[src/rtl/qbus_pkg.sv]
// rtl/qbus_pkg.sv - shared op codes, state encoding and constants for the QBUS master
package qbus_pkg;

    // Command op codes as presented on cmd_op
    typedef enum logic [1:0] {
        QOP_READ   = 2'b00,
        QOP_WRITE  = 2'b01,
        QOP_WRBYTE = 2'b10,
        QOP_INTA   = 2'b11
    } qop_t;

    // Bus cycle sequencer states
    typedef enum logic [2:0] {
        ST_IDLE,
        ST_ADDR,
        ST_SYNC,
        ST_DATA,
        ST_WAIT,
        ST_END,
        ST_HOLD,
        ST_RELEASE
    } state_t;

    // Flop stages on each asynchronous bus input
    localparam int SYNC_DEPTH = 2;

    function automatic logic is_write(qop_t op);
        return (op == QOP_WRITE) || (op == QOP_WRBYTE);
    endfunction

endpackage

[src/rtl/qbus_sync2.sv]
// rtl/qbus_sync2.sv - two-flop synchronizer for asynchronous QBUS inputs
//
// Ports:
//   clk   - system clock
//   reset - synchronous active-high reset, loads RST_VAL into every stage
//   d     - asynchronous input
//   q     - synchronized output
module qbus_sync2
    import qbus_pkg::*;
#(
    parameter logic RST_VAL = 1'b1
) (
    input  logic clk,
    input  logic reset,
    input  logic d,
    output logic q
);

    logic [SYNC_DEPTH-1:0] sr;

    always_ff @(posedge clk) begin
        if (reset) begin
            sr <= {SYNC_DEPTH{RST_VAL}};
        end else begin
            sr <= {sr[SYNC_DEPTH-2:0], d};
        end
    end

    assign q = sr[SYNC_DEPTH-1];

endmodule

[src/rtl/qbus_master.sv]
// rtl/qbus_master.sv - QBUS master sequencer for read, write, byte write and INTA cycles
//
// Ports:
//   clk, reset              - system clock, synchronous active-high reset
//   cmd_req/cmd_ack         - command handshake, ack pulses for one cycle on acceptance
//   cmd_op/addr/data        - op code, address and write data (true polarity)
//   resp_valid/data/err     - completion pulse, read/vector data, RPLY timeout flag
//   ad_in/ad_out/ad_oe      - nAD bus sample, drive value and output enable (active-low data)
//   sync_n..iako_n          - QBUS strobes, active-low
//   rply_n, init_n          - asynchronous QBUS inputs, active-low
module qbus_master
    import qbus_pkg::*;
#(
    parameter int ADDR_CYC = 2,
    parameter int SYNC_CYC = 1,
    parameter int TIMEOUT  = 1023
) (
    input  logic        clk,
    input  logic        reset,
    input  logic        cmd_req,
    output logic        cmd_ack,
    input  logic [1:0]  cmd_op,
    input  logic [15:0] cmd_addr,
    input  logic [15:0] cmd_data,
    output logic        resp_valid,
    output logic [15:0] resp_data,
    output logic        resp_err,
    input  logic [15:0] ad_in,
    output logic [15:0] ad_out,
    output logic        ad_oe,
    output logic        sync_n,
    output logic        din_n,
    output logic        dout_n,
    output logic        wtbt_n,
    output logic        bsy_n,
    output logic        iako_n,
    input  logic        rply_n,
    input  logic        init_n
);

    // One counter times the address/sync phases and the RPLY waits, so it
    // must be wide enough for the largest of the three.
    localparam int CMAX_AS = (ADDR_CYC > SYNC_CYC) ? ADDR_CYC : SYNC_CYC;
    localparam int CMAX    = (TIMEOUT > CMAX_AS) ? TIMEOUT : CMAX_AS;
    localparam int CW      = $clog2(CMAX + 1);

    localparam logic [CW-1:0] ADDR_LAST = CW'(ADDR_CYC - 1);
    localparam logic [CW-1:0] SYNC_LAST = CW'(SYNC_CYC - 1);
    localparam logic [CW-1:0] TMO_LAST  = CW'(TIMEOUT - 1);
    localparam logic [CW-1:0] CNT_SAT   = CW'(CMAX);

    state_t        state, state_nx;
    qop_t          op_q;
    logic [15:0]   addr_q;
    logic [15:0]   data_q;
    logic [CW-1:0] cnt;
    logic          err_q;
    logic          rply_s;
    logic          init_s;
    logic          accept;
    logic          tmo;

    qbus_sync2 #(.RST_VAL(1'b1)) u_sync_rply (
        .clk   (clk),
        .reset (reset),
        .d     (rply_n),
        .q     (rply_s)
    );

    qbus_sync2 #(.RST_VAL(1'b1)) u_sync_init (
        .clk   (clk),
        .reset (reset),
        .d     (init_n),
        .q     (init_s)
    );

    assign accept  = (state == ST_IDLE) && cmd_req && init_s && !reset;
    assign cmd_ack = accept;
    // Counter holds the number of cycles already spent in the current state
    assign tmo     = (cnt == TMO_LAST);

    always_comb begin
        state_nx = state;
        case (state)
            ST_IDLE:    if (accept) state_nx = ST_ADDR;
            ST_ADDR:    if (cnt == ADDR_LAST) state_nx = ST_SYNC;
            ST_SYNC:    if (cnt == SYNC_LAST) state_nx = ST_DATA;
            ST_DATA:    state_nx = ST_WAIT;
            // A reply seen in the same cycle as expiry is still a good reply
            ST_WAIT:    if (!rply_s || tmo) state_nx = ST_END;
            ST_END: begin
                if (rply_s)   state_nx = ST_HOLD;
                else if (tmo) state_nx = ST_RELEASE;
            end
            ST_HOLD:    state_nx = ST_RELEASE;
            ST_RELEASE: state_nx = ST_IDLE;
            default:    state_nx = ST_IDLE;
        endcase
        if (state != ST_IDLE && !init_s) state_nx = ST_IDLE;
    end

    always_ff @(posedge clk) begin
        if (reset) begin
            state     <= ST_IDLE;
            op_q      <= QOP_READ;
            addr_q    <= 16'h0000;
            data_q    <= 16'h0000;
            cnt       <= '0;
            err_q     <= 1'b0;
            resp_data <= 16'h0000;
        end else begin
            state <= state_nx;
            if (state_nx != state)   cnt <= '0;
            else if (cnt != CNT_SAT) cnt <= cnt + CW'(1);

            if (accept) begin
                op_q   <= qop_t'(cmd_op);
                addr_q <= cmd_addr;
                data_q <= cmd_data;
                err_q  <= 1'b0;
            end

            if (state == ST_WAIT && init_s) begin
                if (!rply_s) begin
                    if (!is_write(op_q)) resp_data <= ~ad_in;
                end else if (tmo) begin
                    err_q     <= 1'b1;
                    resp_data <= 16'h0000;
                end
            end

            // RPLY stuck low after the data strobe went away
            if (state == ST_END && init_s && !rply_s && tmo) err_q <= 1'b1;
        end
    end

    always_comb begin
        sync_n     = 1'b1;
        din_n      = 1'b1;
        dout_n     = 1'b1;
        wtbt_n     = 1'b1;
        bsy_n      = 1'b1;
        iako_n     = 1'b1;
        ad_oe      = 1'b0;
        ad_out     = 16'hFFFF;
        resp_valid = 1'b0;
        resp_err   = 1'b0;
        case (state)
            ST_ADDR, ST_SYNC: begin
                bsy_n  = 1'b0;
                wtbt_n = !is_write(op_q);
                if (op_q != QOP_INTA) begin
                    ad_oe  = 1'b1;
                    ad_out = ~addr_q;
                end
                if (state == ST_SYNC) sync_n = 1'b0;
            end
            ST_DATA, ST_WAIT, ST_END, ST_HOLD: begin
                // Data strobes drop in END; bus ownership and write data stay
                // until RELEASE so the slave never sees the lines float early.
                logic strobe;
                strobe = (state == ST_DATA) || (state == ST_WAIT);
                bsy_n  = 1'b0;
                sync_n = !strobe;
                case (op_q)
                    QOP_WRITE, QOP_WRBYTE: begin
                        ad_oe  = 1'b1;
                        ad_out = ~data_q;
                        dout_n = !strobe;
                        wtbt_n = (op_q == QOP_WRITE);
                    end
                    QOP_INTA: begin
                        iako_n = !strobe;
                        din_n  = !strobe;
                    end
                    default: begin
                        din_n = !strobe;
                    end
                endcase
            end
            ST_RELEASE: begin
                resp_valid = 1'b1;
                resp_err   = err_q;
            end
            default: ;
        endcase
    end

endmodule

[config.mk]
export PLATFORM = sky130hd
export DESIGN_NAME = qbus_master
export DESIGN_NICKNAME = d
export VERILOG_FILES = /design/src/rtl/qbus_pkg.sv /design/src/rtl/qbus_sync2.sv /design/src/rtl/qbus_master.sv
export SDC_FILE = /design/constraint.sdc
export NUM_CORES = 1
export LEC_CHECK = 0
export ABC_AREA = 1
export BUFFER_PORTS_ARGS = -buffer_cell sky130_fd_sc_hd__buf_2
export CELL_PAD_IN_SITES_DETAIL_PLACEMENT = 1
export CELL_PAD_IN_SITES_GLOBAL_PLACEMENT = 2
export CORE_MARGIN = 2
export CORE_UTILIZATION = 32
export CTS_BUF_LIST = sky130_fd_sc_hd__clkbuf_2 sky130_fd_sc_hd__clkbuf_4 sky130_fd_sc_hd__clkbuf_8
export DETAILED_ROUTE_END_ITERATION = 8
export PLACE_DENSITY_LB_ADDON = 0.1
export SLEW_MARGIN = 5
export SYNTH_ARGS = -nofsm -noshare
export SYNTH_HDL_FRONTEND = slang
export SYNTH_SLANG_ARGS = --single-unit
export TNS_END_PERCENT = 5
[constraint.sdc]
create_clock -name clk -period 2.4 [get_ports clk]
set_input_delay 0.48 -clock clk [delete_from_list [all_inputs] [get_ports clk]]
set_output_delay 0.48 -clock clk [all_outputs]
set_load 0.03 [all_outputs]
==> results of run 1 <==
==> worst register-to-register path, stage by stage, from the launching register on <==
cell and delay, ps:
dfxtp_1 340, inv_1 120, ha_1 160, inv_1 40, nor2_1 120, nand3_2 160, nand2_4 100, nand3_2 80
nor2_4 250, buf_12 200, o21ai_1 80, o21ai_1 70, nor2_1 60
==> metrics by stage <==
step | util (%) | setup TNS (ps) | power [µW] | hold WS [ps] | cells
6_report | 41.8 | 0 | 2650 | 320 | 646
4_1_cts | 41.7 | 0 | 2690 | 299 | 646
3_5_place_dp | 39.3 | 0 | 1710 | 397 | 628
3_3_place_gp | 39.3 | 0 | 1700 | 390 | 628
5_1_grt | 41.8 | -2.84 | 2800 | 307 | 646
2_1_floorplan | - | 0 | 1550 | 389 | 407
==> how the worst max path moves through the flow <==
stage	from	endpoint	slack [ps]	cells past startpoint
detailed placement	state[2]$_SDFF_PP0_	ad_out[5]	40	6
floorplan	state[0]$_SDFF_PP0_	ad_out[15]	100	7
global route	state[0]$_SDFF_PP0_	ad_out[5]	-3	8
global placement	state[2]$_SDFF_PP0_	ad_out[6]	90	6
CTS	state[0]$_SDFF_PP0_	ad_out[5]	80	8
finish	state[0]$_SDFF_PP0_	ad_out[6]	120	8
==> cell usage in the layout (no fill, tap or decap), drive strengths merged <==
master	instances
a21oi	9
clkbuf	12
o21ai	71
a211o	1
nor3b	1
o41ai	1
nor2	119
ha	6
nand3b	2
clkinv	3
a211oi	1
nand4	1
nand3	13
bufinv	1
xor2	4
xnor2	2
inv	25
a22oi	15
nand2	41
or2	4
nor3	3
buf	110
dfxtp	68
==> kinds of logic (layout without fill, tap and decap cells) <==
kind of cell    after synthesis  count (layout)  share of synthesized area, %
xor+xnor                      6               6                          1.65
buf+inv                      45             151                          6.74
fa+ha+maj                     6               6                          2.36
simple gates                184             184                          27.9
compound gates               98              98                          18.5
flops                        68              68                          42.9
==> power by group through the flow <==
stage                     Sequential, µW  Combinational (µW)  Clock, µW
final                               1230                 447        968
after global routing                1240                 506       1050
after CTS                           1230                 456       1000
after detailed placement            1260                 452          0
after global placement              1260                 444          0
after floorplan                     1250                 303          0
==> Yosys cell counts (all sizes together) <==
cell type / n
nor2: 119
o21ai: 71
dfxtp: 68
nand2: 41
inv: 25
a22oi: 15
nand3: 13
buf: 10
clkbuf: 10
a21oi: 9
ha: 6
or2: 4
xor2: 4
nor3: 3
nand3b: 2
xnor2: 2
a211o: 1
a211oi: 1
nand4: 1
nor3b: 1
o41ai: 1
==> metal layers <==
metal | up-vias | global-route usage, % | share of wire [%]
li1 | 1536 | - | -
met1 | 1369 | 20.6 | 46
met2 | 58 | 28.5 | 47
met3 | 11 | 4.28 | 5.2
met4 | 0 | 6.66 | 1.6
met5 | - | 0 | 0
==> layout make-up <==
cell class | instances | share of cell area, %
Tap cell | 133 | 4.11
Inverter | 25 | 2.32
Multi-Input combinational cell | 294 | 39.8
Timing Repair Buffer | 110 | 15.2
Clock buffer | 12 | 3.77
Sequential cell | 68 | 33.6
Clock inverter | 4 | 1.20
==> sequential cells by signal (all words and copies together), names as in the netlist <==
signal,flops
op_q,2
state,3
resp_data,16
cnt,10
data_q,16
u_sync_init.sr,2
u_sync_rply.sr,2
err_q,1
addr_q,16
==> timing repair <==
item	CTS	global route
setup endpoints to repair	15	2
setup buffers	2	0
pin swaps	1	0
gates resized for setup	1	5
==> metrics, run 1 <==
flop-to-flop setup slack=between 500 and 600 ps; Port Buffer Count=96; worst hold path type=input pin to register; FF-to-FF path depth=12; clk_lat worst skew=350 ps; DP HPWL=6.31 mm; placed instance area=between 3000 and 4000 µm²; Max-Cap Viols=0; fillcell total=1240; Area contributors post-synth=dfxtp_1 (43%), nor2_1 (12%), o21ai_0 (5.7%); fin nets=569; GR Util All Layers=~17%; Yosys top cell area share=between 40% and 50%; CTS clk-pin slew, worst paths=70 ps; clock network power share=36.5%; area occupied by multi-input gates=around 1600 µm²; clk_skew=roughly 9.3 ps; wire per inst=approximately 14 µm; Tmin final=2280 ps; Buf/Inv on CP=4; htree depth=3; hold endpoint=u_sync_rply.sr[0]$_SDFF_PP1_; Vias/cell=4.60; DRC Markers=0; CP cell instances=buf_4 > nor2_4 > inv_2 > nand2_1 > nor2_2 > buf_4 > a22oi_1 > buf_2; final instance area=4050 µm²; clk buf depth=2; Crit Path Category=register to output port; layout overhead on the synthesized area=27.6%; first-pass GRT wire length=14.8 mm; startpoint type of the worst setup path=register; RR Endpoint=resp_data[9]$_SDFFE_PP0P_; initial antenna violation count=0; cell mode on critical path=buf_4; Core Rows=36; CORE AREA=9680 µm²; sequential share of power=46.6%; RSZ-0062 raised after global routing=yes; status=finished, final reports clean; die area=approximately 11000 µm²; Req. time, crit path=about 1900 ps; number of global-route vias before repair=3059; Hold Crit Depth=2; final WL=8.74 mm; area leader, netlist=dfxtp_1; die height=104 µm; Mapped Area=3180 µm²; CTS buffer count=9; CTS tree=built; leak pwr=roughly 0.0018 µW; Yosys cell types=36; pin count of the biggest net entering global routing=38; hold_sp=rply_n; # setup viols final=0; grt total ovfl=0; Crit Reg-Reg Startpoint=cnt[0]$_SDFFE_PP0P_; fraction of layout cells with a size suffix above 1=around 36%; Place WS=42.6 ps; sw frac=28.9%; CP Capture Type=output port; First-pass DRT Iterations=4; Least-Margin Pin Slew=638 ps; Final Hold Vio Count=0; post-route ant nets=0; Gate power share=16.9%; Die Wd=104 µm; synth warn=0; Final period util=95.1%; final slew viol count=0; io pins=97; count of state elements after synthesis=68; syn nets=468; final worst slack=roughly 120 ps; Int Pwr=1880 µW; worst-path maximum fanout=11; maximum clock rate=0.438 GHz; Initial DRC Count=64; Post-Syn Instances=407; cell area power density=654 nW/µm²; clock sink count=68; syn avg cell area=7.80 µm²; CP top delay family=buffers and inverters; via count=approximately 3000; GPL Wtd Cong=0.835; worst relative slew slack=57.4%; Root Driver=clkbuf_8; n_diodes=0; register area=around 1400 µm²; Starting Density=32.8%; Peak supply drop=292 µV; Critical Path AT=around 1800 ps; slowest stage delay, CP=330 ps; sequential area share after synthesis=42.9%; Net Switching=765 µW; CTS Hold Bufs=0; CP max-delay cell=dfxtp_1
No activity file was read; power rests on OpenSTA's default activity.
==> run 2, diff against run 1 <==
ABC_AREA = not set   (was 1)
==> run 2 against run 1 <==
Against the previous run:
- hold slack worse by 9.1 ps
- sequential share of layout area is 1.4 points higher
- critical path depth is 2 lower
- sequential power hardly changed
- via count is 3.0% lower
- largest power group unchanged
==> metrics, run 2 <==
commonest cells in the netlist=nand2_1 (94), dfxtp_1 (68), a21oi_1 (41); GPL Wtd Cong=0.795 (-4.8%); CP Capture Type=output port; post-route ant nets=0 (unchanged); Req. time, crit path=1920 ps (about the same); worst relative slew slack=61.7% (+4.3 points); placed cell count=567 (-9.7%); RSZ-0062 raised after global routing=yes; layout overhead on the synthesized area=31.1%; Max-Cap Viols=0 (unchanged); die height=101 µm (-2.9%); grt total ovfl=0 (unchanged); initial antenna violation count=0 (unchanged); ys flop type=dfxtp_1; CTS Hold Bufs=0 (unchanged); Mapped Area=2980 µm² (-6.0%); fraction of layout cells with a size suffix above 1=31.8% (-3.9 points); First-pass DRT Iterations=4 (unchanged); clk buf depth=2 (unchanged); Yosys top cell area share=45.6% (+2.8 points); Core Rows=35 (-2.8%); Top Registers=addr_q x16, data_q x16, resp_data x16; final slew viol count=0 (unchanged); clk_lat worst skew=350 ps (about the same); CORE AREA=9150 µm² (-5.5%); GR Util All Layers=17.7% (+0.84 points); Tmin final=2300 ps (+16.1 ps); most common cell in the netlist=nand2_1; Final period util=95.8% (+0.67 points); DRC Markers=0 (unchanged); first-pass GRT wire length=14.3 mm (-3.1%); number of global-route vias before repair=2883 (-5.8%); Post-Syn Instances=365 (-10%); sequential area share after synthesis=45.6% (+2.8 points); asr flop ratio synth=0% (unchanged); CTS buffer count=9 (unchanged); die area=10100 µm² (-5.8%); leak pwr=0.00155 µW (-11%); fillcell total=1134 (-8.5%); final design utilization=42.7% (+0.90 points); synth warn=0 (unchanged); Die Wd=101 µm (-2.9%); maximum clock rate=0.435 GHz (-0.70%); Port Buffer Count=96 (unchanged); EDFF count, synth=0 (unchanged); status=finished, final reports clean; Critical Path AT=1820 ps (+20 ps); Power, Total=2990 µW (+13%); Yosys cell types=46 (+28%); Initial DRC Count=81 (+27%); setup repair bufs after CTS=0 (-2); DP HPWL=5.97 mm (-5.3%); clk_skew=7.60 ps (-1.71 ps); most frequent cells in the layout=nand2_1 (94), buf_2 (91), dfxtp_1 (65); pin count of the biggest net entering global routing=40 (+5.3%); n_diodes=0 (unchanged); io pins=97 (unchanged); syn nets=426 (-9.0%); placed instance area=3610 µm² (-5.1%); # setup viols final=0 (unchanged); syn avg cell area=8.18 µm² (+4.8%); wire per inst=14.6 µm (+8.2%); worst-path maximum fanout=16 (+5); htree depth=3 (unchanged); worst hold path type=input pin to register; cell area power density=764 nW/µm² (+17%); count of state elements after synthesis=68 (unchanged); Starting Density=32.6% (-0.19 points); area occupied by multi-input gates=1520 µm² (-5.6%); startpoint type of the worst setup path=register; Root Driver=clkbuf_8; Peak supply drop=277 µV (-5.2%); most common cell after layout, fill and taps aside=nand2_1; Final Instance Count excl. Fillers=583 (-9.8%); fin nets=528 (-7.2%); Least-Margin Pin Slew=574 ps (-64.6 ps); final WL=8.53 mm (-2.3%); Crit Path Category=register to output port; Setup TNS=0 ps (unchanged); area leader, netlist=dfxtp_1; Final Hold Vio Count=0 (unchanged); clock sink count=68 (unchanged); Vias/cell=4.95 (+7.5%); CTS clk-pin slew, worst paths=80 ps (about the same); CTS tree=built; Area contributors post-synth=dfxtp_1 (46%), nand2_1 (12%), a21oi_1 (6.9%); final instance area=3910 µm² (-3.5%); via count=2886 (-3.0%); register area=1370 µm² (+0.46%)
-- run 2: metrics by stage --
step	hold WS [ps]	setup slack [ps]
2_1_floorplan	389	112
3_3_place_gp	399	176
3_5_place_dp	400	147
4_1_cts	299	5.33
5_1_grt	301	-35.2
6_report	311	102
-- run 2: report_power, final --
part           total [µW]  switching [µW]  internal (µW)
Sequential           1260            64.6           1190
Combinational         614             362            252
Clock                1120             476            644
-- run 2: worst max-delay path, stage by stage, from the launching register on --
cell and delay (ps):
dfxtp_4 380, inv_1 130, nand2_1 150, a211oi_4 330
buf_12 190, a22oi_1 70, clkbuf_4 190
-- run 2: final cells by class --
class,instances,area share [%]
repair buffers,109,15.4
well taps,111,3.55
clock inverters,5,2.14
flip-flops and latches,68,35.0
clock buffers,11,3.87
multi-input cells,268,38.9
inverters,11,1.12
-- run 2: final timing paths --
path	startpoint	to	slack, ps	cells after the start
setup reg to reg	cnt[0]$_SDFFE_PP0P_	cnt[8]$_SDFFE_PP0P_	140	7
hold reg to reg	u_sync_rply.sr[0]$_SDFF_PP1_	u_sync_rply.sr[1]$_SDFF_PP1_	420	1
setup / recovery	state[0]$_SDFF_PP0_	ad_out[2]	100	6
hold / removal	ad_in[11]	resp_data[11]$_SDFFE_PP0P_	310	2
-- run 2: what timing repair did --
action,CTS,global route
resized for setup,10,10
pin swaps,0,1
setup endpoints to repair,19,29
-- run 2: routing by layer --
metal	routed length (µm)	vias up	GRT usage, %
li1	-	1454	-
met1	4070	1359	23.3
met2	3890	58	27.3
met3	399	15	4.16
met4	177	0	8.54
met5	0	-	0
-- run 2: kinds of logic after synthesis --
logic type / Yosys count / synth area share (%)
buffers and inverters: 29 / 4.91
adders and majority gates: 6 / 2.52
DFF: 68 / 45.6
xor gates and xnor gates: 7 / 2.05
AOI/OAI and AO/OA: 94 / 19.6
muxes: 2 / 0.671
and+or+nand+nor: 159 / 24.7
==> run 3, diff against run 2 <==
SYNTH_HIERARCHICAL = 1   (was not set)
==> run 3 against run 2 <==
Against the previous run:
- clock power fell by 6%
- non-clock buffer count rose by 2
- sequential share of layout area rose by 0.51 points
- combinational power fell by 38%
==> metrics, run 3 <==
initial antenna violation count=0 (unchanged); syn nets=415 (-2.6%); count of state elements after synthesis=68 (unchanged); DRC Markers=0 (unchanged); leak pwr=0.00155 µW (-0.16%); final slew viol count=0 (unchanged); most common cell in the netlist=nand2_1; io pins=97 (unchanged); post-route ant nets=0 (unchanged); Mapped Area=2960 µm² (-0.75%); CTS tree=built; # setup viols final=0 (unchanged); pin count of the biggest net entering global routing=36 (-10%); Post-Syn Instances=354 (-3.0%); Core Rows=35 (unchanged); DP HPWL=6.00 mm (+0.48%); Crit Path Category=register to output port; asr flop ratio synth=0% (unchanged); Final Instance Count excl. Fillers=571 (-2.1%); area leader, netlist=dfxtp_1; Starting Density=32.5% (-0.091 points); first-pass GRT wire length=14.1 mm (-1.2%); worst hold path type=input pin to register; Crit Reg-Reg Startpoint=cnt[0]$_SDFFE_PP0P_; hold endpoint=resp_data[8]$_SDFFE_PP0P_; die height=100 µm (-0.36%); RSZ-0062 raised after global routing=yes; clock sink count=68 (unchanged); grt total ovfl=0 (unchanged); slowest stage delay, CP=410 ps (+30 ps); wire per inst=15.0 µm (+2.1%); CTS Hold Bufs=0 (unchanged); commonest cells in the netlist=nand2_1 (81), dfxtp_1 (68), a21oi_1 (43); fraction of layout cells with a size suffix above 1=30.2% (-1.6 points); status=finished, final reports clean; placed cell count=552 (-2.6%); Yosys top cell area share=46.0% (+0.35 points); FF-to-FF path depth=8 (+1); final WL=8.54 mm (about the same); Power, Total=2650 µW (-11%); clk_lat worst skew=330 ps (-20 ps); Vias/cell=5.07 (+2.4%); flop-to-flop setup slack=240 ps (+100 ps); die area=10000 µm² (-0.72%); synth warn=6 (+6); Final Hold Vio Count=0 (unchanged); layout overhead on the synthesized area=30.4%; Area contributors post-synth=dfxtp_1 (46%), nand2_1 (10%), a21oi_1 (7.3%); worst hold slack=307 ps (-4.03 ps); CTS clk-pin slew, worst paths=70 ps (about the same); clk_skew=5.44 ps (-2.16 ps); via count=2894 (+0.28%); GR Util All Layers=17.7% (-0.036 points); Root Driver=clkbuf_8; EDFF count, synth=0 (unchanged); Req. time, crit path=1920 ps (about the same); Final period util=94.7% (-1.1 points); ys flop type=dfxtp_1; CP cell instances=clkinvlp_4 > xnor2_2 > nor2_1 > buf_4 > a22oi_1 > buf_2; CTS buffer count=9 (unchanged); Peak supply drop=346 µV (+25%); First-pass DRT Iterations=4 (unchanged); fin nets=516 (-2.3%); hold_sp=ad_in[8]; worst relative slew slack=43.2% (-18 points); syn avg cell area=8.37 µm² (+2.3%); GPL Wtd Cong=0.744 (-6.5%); startpoint type of the worst setup path=register; RR Endpoint=cnt[7]$_SDFFE_PP0P_; Tmin final=2270 ps (-26.0 ps); n_diodes=0 (unchanged); htree depth=3 (unchanged); Critical Path AT=1790 ps (-30 ps); Die Wd=100 µm (-0.36%); Initial DRC Count=66 (-19%); Hold Crit Depth=2 (unchanged); CORE AREA=9110 µm² (-0.48%); Port Buffer Count=96 (unchanged); maximum clock rate=0.440 GHz (+1.1%); most common cell after layout, fill and taps aside=buf_2; CP Capture Type=output port; most frequent cells in the layout=buf_2 (95), nand2_1 (81), dfxtp_1 (65); clk buf depth=2 (unchanged); Max-Cap Viols=0 (unchanged); cell area power density=686 nW/µm² (-10%); number of global-route vias before repair=2926 (+1.5%); Least-Margin Pin Slew=850 ps (+276 ps); CP max-delay cell=dfxtp_4; Top Registers=addr_q x16, data_q x16, resp_data x16; worst-path maximum fanout=16 (unchanged); sequential area share after synthesis=46.0% (+0.35 points); Yosys cell types=42 (-8.7%)
## run 3: changes by cell type after synthesis, moves of 4 or more
cell / previous run / this run
o21ai_0: 21 / 2
o2bb2ai_1: 0 / 16
nand2_1: 94 / 81
buf_2: 0 / 10
or2_2: 5 / 0
nor3_1: 9 / 13
or2_1: 0 / 4
## run 3: metal layers
metal | wire length [µm] | up-vias | GRT usage (%) | part of all wire, %
met5 | 0 | - | 0 | 0
li1 | - | 1443 | - | -
met4 | 151 | 0 | 6.11 | 1.8
met3 | 375 | 14 | 5.43 | 4.4
met1 | 3940 | 1371 | 22.5 | 46
met2 | 4070 | 66 | 28.3 | 48
## run 3: worst max-delay path: cells and delay by family (launching register included)
kind,cells,cell delay (ps)
xor gates and xnor gates,1,210
buffers and inverters,3,590
AOI/OAI and AO/OA,1,180
and+or+nand+nor,1,60
DFF,1,410
## run 3: repair_timing
action,4_1_cts,5_1_grt
resized for setup,4,6
setup endpoints to repair,16,18
setup buffers,0,3
hold endpoints to repair,0,0
## run 3: cells by family after synthesis
family	Yosys count	synth area share [%]
simple gates	144	22.3
compound gates	95	21.6
flops	68	46.0
buf+inv	30	4.22
xor+xnor	8	2.37
fa+ha+maj	6	2.53
mux	3	1.01
## run 3: cell type report
class / count / area, µm²
tap: 111 / 139
multi-input combinational: 256 / 1500
fill: 1137 / 5250
sequential: 68 / 1370
timing repair buffer: 111 / 596
clock inverter: 5 / 75.1
clock buffer: 11 / 145
inverter: 9 / 37.5
## run 3: how the worst max path moves through the flow
stage | to | start
final | ad_out[7] | state[2]$_SDFF_PP0_
after global routing | ad_out[0] | state[2]$_SDFF_PP0_
after CTS | ad_out[7] | state[2]$_SDFF_PP0_
after detailed placement | ad_out[7] | state[0]$_SDFF_PP0_
after global placement | cnt[8]$_SDFFE_PP0P_ | cnt[0]$_SDFFE_PP0P_
after floorplan | ad_out[10] | state[1]$_SDFF_PP0_
## run 3: metrics by stage
stage | TNS, ps | utilization (%) | instance area [µm²] | worst slack (ps)
2_1_floorplan | 0 | - | 2960 | 118
3_3_place_gp | 0 | 39.4 | 3580 | 291
3_5_place_dp | 0 | 39.4 | 3580 | 183
4_1_cts | 0 | 41.8 | 3810 | 23.2
5_1_grt | -24.8 | 42.4 | 3860 | -15.3
6_report | 0 | 42.4 | 3860 | 128
## run 3: power by group
part / total [µW] / internal (µW) / switching, µW
registers: 1220 / 1170 / 44.8
clock network: 1050 / 620 / 431
logic: 379 / 148 / 231
